File: src/rtl/serial_pkg.sv
// Shared serial link definitions: receiver state encoding and line levels used by both link ends.
package serial_pkg;

    typedef enum logic [2:0] {
        IDLE      = 3'd0,
        START     = 3'd1,
        DATA      = 3'd2,
        PARITY    = 3'd3,
        STOP      = 3'd4,
        WAIT_HIGH = 3'd5
    } rx_state_t;

    localparam logic LINE_IDLE = 1'b1;
    localparam logic START_BIT = 1'b0;

endpackage

File: src/rtl/sync_2ff.sv
// Two-flop synchroniser for a single asynchronous bit; 2-cycle latency, no backpressure.
module sync_2ff #(
    parameter logic RST_VAL = 1'b0
) (
    input  logic clk,
    input  logic rst,
    input  logic d,
    output logic q
);

    logic meta;

    always_ff @(posedge clk or negedge rst) begin
        if (!rst) begin
            meta <= RST_VAL;
            q    <= RST_VAL;
        end else begin
            meta <= d;
            q    <= meta;
        end
    end

endmodule

File: src/rtl/serial_rx.sv
// Serial link receiver: start/data/[parity]/stop frames into a one-entry valid/ready holding register.
// rx_valid rises 1 cycle after the stop-bit sample; a full register drops new good words with an overrun pulse.
// Optional even-parity checking is compiled in with RX_PARITY_EN.
module serial_rx
    import serial_pkg::*;
#(
    parameter int WIDTH        = 8,
    parameter int CLKS_PER_BIT = 16
) (
    input  logic             clk,
    input  logic             rst,
    input  logic             rx_in,
    output logic [WIDTH-1:0] rx_data,
    output logic             rx_valid,
    input  logic             rx_ready,
    output logic             frame_err,
    output logic             parity_err,
    output logic             overrun,
    output logic             busy
);

    localparam int CW = $clog2(CLKS_PER_BIT);
    localparam int IW = $clog2(WIDTH) + 1;

    logic             rx_s;
    rx_state_t        state;
    rx_state_t        state_nxt;
    logic [CW-1:0]    cnt;
    logic [IW-1:0]    bit_idx;
    logic [WIDTH-1:0] shreg;
    logic [WIDTH-1:0] shreg_nxt;
    logic [WIDTH:0]   shift_w;
    logic             sample;
    logic             half;
    logic             last_bit;
    logic             good;
    logic             par_bad;

    sync_2ff #(.RST_VAL(LINE_IDLE)) u_sync (
        .clk (clk),
        .rst (rst),
        .d   (rx_in),
        .q   (rx_s)
    );

`ifdef RX_PARITY_EN
    logic par_err_q;
    assign parity_err = par_err_q;
`else
    assign par_bad    = 1'b0;
    assign parity_err = 1'b0;
`endif

    assign sample    = (cnt == CW'(CLKS_PER_BIT - 1));
    assign half      = (cnt == CW'(CLKS_PER_BIT / 2 - 1));
    assign last_bit  = (bit_idx == IW'(WIDTH - 1));
    // New bits enter at the MSB so the first (LSB) bit ends up in bit 0.
    assign shift_w   = {rx_s, shreg};
    assign shreg_nxt = shift_w[WIDTH:1];
    assign good      = (state == STOP) && sample && (rx_s == LINE_IDLE) && !par_bad;
    assign busy      = (state != IDLE);

    always_comb begin
        state_nxt = state;
        case (state)
            IDLE:      if (rx_s == START_BIT) state_nxt = START;
            START:     if (half) state_nxt = (rx_s == START_BIT) ? DATA : IDLE;
            DATA: begin
                if (sample && last_bit) begin
`ifdef RX_PARITY_EN
                    state_nxt = PARITY;
`else
                    state_nxt = STOP;
`endif
                end
            end
            PARITY:    if (sample) state_nxt = STOP;
            STOP:      if (sample) state_nxt = (rx_s == LINE_IDLE) ? IDLE : WAIT_HIGH;
            WAIT_HIGH: if (rx_s == LINE_IDLE) state_nxt = IDLE;
            default:   state_nxt = IDLE;
        endcase
    end

    always_ff @(posedge clk or negedge rst) begin
        if (!rst) begin
            state     <= IDLE;
            cnt       <= '0;
            bit_idx   <= '0;
            shreg     <= '0;
            rx_data   <= '0;
            rx_valid  <= 1'b0;
            frame_err <= 1'b0;
            overrun   <= 1'b0;
`ifdef RX_PARITY_EN
            par_bad   <= 1'b0;
            par_err_q <= 1'b0;
`endif
        end else begin
            state     <= state_nxt;
            frame_err <= 1'b0;
            overrun   <= 1'b0;
`ifdef RX_PARITY_EN
            par_err_q <= 1'b0;
`endif

            if (state_nxt != state || sample || state == IDLE || state == WAIT_HIGH)
                cnt <= '0;
            else
                cnt <= cnt + 1'b1;

            if (state == START) begin
                bit_idx <= '0;
            end else if (state == DATA && sample) begin
                bit_idx <= bit_idx + 1'b1;
                shreg   <= shreg_nxt;
            end

`ifdef RX_PARITY_EN
            // Even parity: data plus parity bit must XOR to zero.
            if (state == START)
                par_bad <= 1'b0;
            else if (state == PARITY && sample)
                par_bad <= ^{shreg, rx_s};
`endif

            if (state == STOP && sample) begin
                if (rx_s != LINE_IDLE)
                    frame_err <= 1'b1;
`ifdef RX_PARITY_EN
                par_err_q <= par_bad;
`endif
            end

            if (good) begin
                if (!rx_valid || rx_ready) begin
                    rx_data  <= shreg;
                    rx_valid <= 1'b1;
                end else begin
                    overrun <= 1'b1;
                end
            end else if (rx_valid && rx_ready) begin
                rx_valid <= 1'b0;
            end
        end
    end

endmodule

File: config.mk
export PLATFORM = sky130hd
export DESIGN_NAME = serial_rx
export DESIGN_NICKNAME = d
export VERILOG_FILES = /design/src/rtl/serial_pkg.sv /design/src/rtl/sync_2ff.sv /design/src/rtl/serial_rx.sv
export SDC_FILE = /design/constraint.sdc
export NUM_CORES = 1
export LEC_CHECK = 0
export ABC_CLOCK_PERIOD_IN_PS = 1670
export BUFFER_PORTS_ARGS = -buffer_cell sky130_fd_sc_hd__buf_2
export CORE_ASPECT_RATIO = 0.6
export CORE_MARGIN = 3
export CORE_UTILIZATION = 40
export CTS_BUF_LIST = sky130_fd_sc_hd__clkbuf_2
export CTS_CLUSTER_DIAMETER = 200
export DETAILED_ROUTE_END_ITERATION = 8
export HOLD_SLACK_MARGIN = 0.05
export RECOVER_POWER = 25
export SYNTH_ARGS = -nofsm -noshare
export SYNTH_HDL_FRONTEND = slang
export SYNTH_SLANG_ARGS = --single-unit
File: constraint.sdc
create_clock -name clk -period 1.67 [get_ports clk]
set_input_delay 0.334 -clock clk [delete_from_list [all_inputs] [get_ports clk]]
set_output_delay 0.334 -clock clk [all_outputs]
set_load 0.02 [all_outputs]
==> impl_metrics.py <==
metrics = {
    "outcome": {
        "status": "finished clean",
    },
    "sta": {
        "max_slew_margin_pct": 47.7,
        "fmax_ghz": 0.599,
        "slew_viol_final": 0,
        "finalSetupViolCount": 0,
        "fin_crit_ns": 1.67,
        "grt_setup_unrepaired": "yes",
        "tightest_slew_ns": 0.785,
        "setup_tns_ns": 0,
        "hold_viol": 0,
        "setup_slack_ns": 0.00180,
        "fin_crit_sh_pct": 99.9,
        "clock-skew-final_ns": 0.0227,
        "worst_hold_slack_ns": 0.228,
    },
    "drt": {
        "drt_pass1_iterations": 4,
        "drc_errors": 0,
        "viasPerCell": 5.10,
        "met2_length_microns": 1300,
        "wl_met1_microns": 1480,
        "routed-wl-met3_microns": 206,
        "drt-total-wl_microns": 3020,
        "ant_nets": 0,
        "vias": 1045,
        "top_layer": "met4",
        "wire_per_inst_microns": 14.7,
        "drtIter0Drc": 73,
    },
    "finish": {
        "num_antenna_cells": 0,
        "drive_gt1_share_pct": 49.4,
        "final_area_sq_mm": 0.00188,
        "syn_to_final_growth_pct": 28.8,
        "final_nets": 165,
        "postLayoutCoreUtil_pct": 55.6,
    },
    "logic_synthesis": {
        "yosys_warnings": 0,
        "ys_top_cells_by_count": "dfrtp_1, mux2_2, nand2_1",
        "yosysTopAreaCellShare_pct": 51.4,
        "synth.most_common_cell": "dfrtp_1",
        "synth_cell_type_count": 39,
        "synth.area.top_cells": "dfrtp_1, mux2_2, mux2_4, dfstp_2, a21oi_1",
        "synthCells": 119,
        "synthFlopType": "dfrtp_1",
        "ys_seq_area_share_pct": 55.0,
        "synthArstFlopShare_pct": 100,
        "synth-edff-count": 0,
        "avgSynthCellArea_sq_um": 12.3,
        "yosys.area.top_type": "dfrtp_1",
        "synth-seq-cells": 32,
        "syn-cell-area_sq_mm": 0.00146,
        "synth_nets": 125,
    },
    "worst_setup_path": {
        "cp.arrival_ns": 1.91,
        "r2r_cells": 6,
        "ff2ff_setup_slack_ns": 0.002,
        "crit_path_max_fanout": 8,
        "startpoint_type": "flop",
        "crit_type": "reg -> reg",
        "r2r_end": "rx_data[6]",
        "setup.worst_path.end_class": "flop",
        "r2r_start": "cnt[1]",
        "cp_data_required_time_ns": 1.91,
    },
    "grt": {
        "grt_overflow": 0,
        "first_global_vias": 1042,
        "gr-usage-all-layers_pct": 15.1,
        "antenna_found_initial": 0,
        "grt_pass1_wl_microns": 5050,
        "grt_max_degree": 33,
    },
    "floorplanning": {
        "ios": 17,
        "initial_core_util_pct": 43.2,
        "dieWidth_microns": 84,
        "core_area_sq_mm": 0.00338,
        "dieArea_sq_mm": 0.00444,
        "rows": 16,
        "die_y_microns": 52.8,
    },
    "pwr": {
        "leakagePower_nw": 0.945,
        "pwr-share-seq_pct": 45.9,
        "p_comb_share_pct": 38.3,
        "p_per_area_mw_per_mm2": 1220,
        "clkPwrFrac_pct": 15.8,
        "p_int_mw": 1.49,
        "peakVddDrop_v": 0.000587,
        "switching_share_pct": 35.0,
        "net-switching-power_uw": 803,
    },
    "placement": {
        "placed_area_sq_mm": 0.00166,
        "globalplace.congestion": 0.761,
        "post-place-ws_ns": -0.0383,
        "dp_hpwl_microns": 1970,
        "port_buffers": 15,
    },
    "hold_path": {
        "holdPathEnd": "overrun",
        "hp-class": "in -> reg",
        "hold_start": "rx_ready",
        "worstHoldPathCells": 3,
    },
    "clock_network": {
        "cts_buffers": 5,
        "clockRootBuffer": "clkbuf_2",
        "clock_path_buffers": 2,
        "cts_tree": "yes",
        "cts_max_level": 2,
        "cts.sinks": 32,
        "path_clk_slew_ns": 0.16,
        "clkLatencyLatePin_ns": 0.36,
    },
    "run": {
        "maxCapViolCount": 0,
    },
}
[layout by cell type (no fill, tap or decap), types with 2 or more instances in the layout]
| cell | instances |
|---|---|
| dfrtp_1 | 29 |
| buf_4 | 19 |
| mux2_4 | 14 |
| buf_2 | 14 |
| clkbuf_2 | 8 |
| nand2_1 | 7 |
| a21oi_1 | 6 |
| o21ai_0 | 5 |
| nor3_1 | 4 |
| buf_6 | 4 |
| nor2_1 | 3 |
| nor4_1 | 3 |
| inv_1 | 2 |
| mux2i_1 | 2 |
| nor2b_2 | 2 |
| xnor2_1 | 2 |
| mux2_2 | 2 |
| dlygate4sd3_1 | 2 |
| dfstp_2 | 2 |
[worst max-delay path: stages, from the launching register on]
cell and delay, ns:
dfrtp_1 0.43, ha_4 0.18, and4b_1 0.23, nand3_2 0.09, nor2b_2 0.13, buf_6 0.17, mux2_4 0.31
[logic make-up after synthesis]
kind of cell    count (synthesis)  synth area share (%)
simple gates                   33                  13.5
flops                          32                  55.0
compound gates                 21                  9.26
mux                            18                  15.3
buf+inv                        10                  3.77
fa+ha+maj                       2                  1.71
xor+xnor                        2                  1.20
other cells                     1                 0.257
[worst max path at each step]
stage	startpoint	end	slack, ns	cells after the start
after detailed placement	cnt[1]	rx_data[5]	-0.04	6
after floorplan	cnt[0]	rx_data[0]	0.02	6
after CTS	cnt[0]	rx_data[5]	-0.02	6
after global placement	cnt[0]	rx_data[5]	0.02	6
after global routing	cnt[1]	rx_data[4]	-0.08	6
final	cnt[1]	rx_data[6]	0.002	6
[registers in the layout, summed over array words and instances (netlist names)]
register and cells:
overrun 1, rx_valid 1, u_sync.meta 1, u_sync.q 1, shreg 8, rx_data 8
cnt 4, bit_idx 4, frame_err 1, state 3
[through the flow]
step | instances | power (mW)
finish | 205 | 2.30
CTS | 200 | 2.23
detailed placement | 187 | 1.79
floorplan | 119 | 1.53
global route | 205 | 2.47
global placement | 187 | 1.76
[metal layers]
metal | vias to the layer above | global-route usage [%]
met5 | - | 0
li1 | 505 | -
met2 | 30 | 23.1
met1 | 505 | 19.9
met3 | 5 | 5.65
met4 | 0 | 4.81
[power by group through the flow]
stage,Sequential (mW),Clock (mW),Combinational (mW)
floorplan,1.02,0,0.516
global placement,1.06,0,0.700
detailed placement,1.07,0,0.725
CTS,1.05,0.378,0.805
global route,1.08,0.423,0.971
finish,1.05,0.364,0.879
[area by class of cell]
class,count,area (sq um)
sequential,32,805
clock buffer,7,35.0
tap,45,56.3
fill,291,1500
timing repair buffer,40,283
multi-input combinational,77,683
clock inverter,1,5.00
inverter,3,13.8
[what timing repair did]
item	4_1_cts	5_1_grt
pin swaps	0	1
endpoints found under the hold margin	31	0
resized for setup	5	20
setup endpoints to repair	9	18
hold buffers	2	0
setup buffers	3	5
Note: power is estimated with default switching activity, not from simulation.
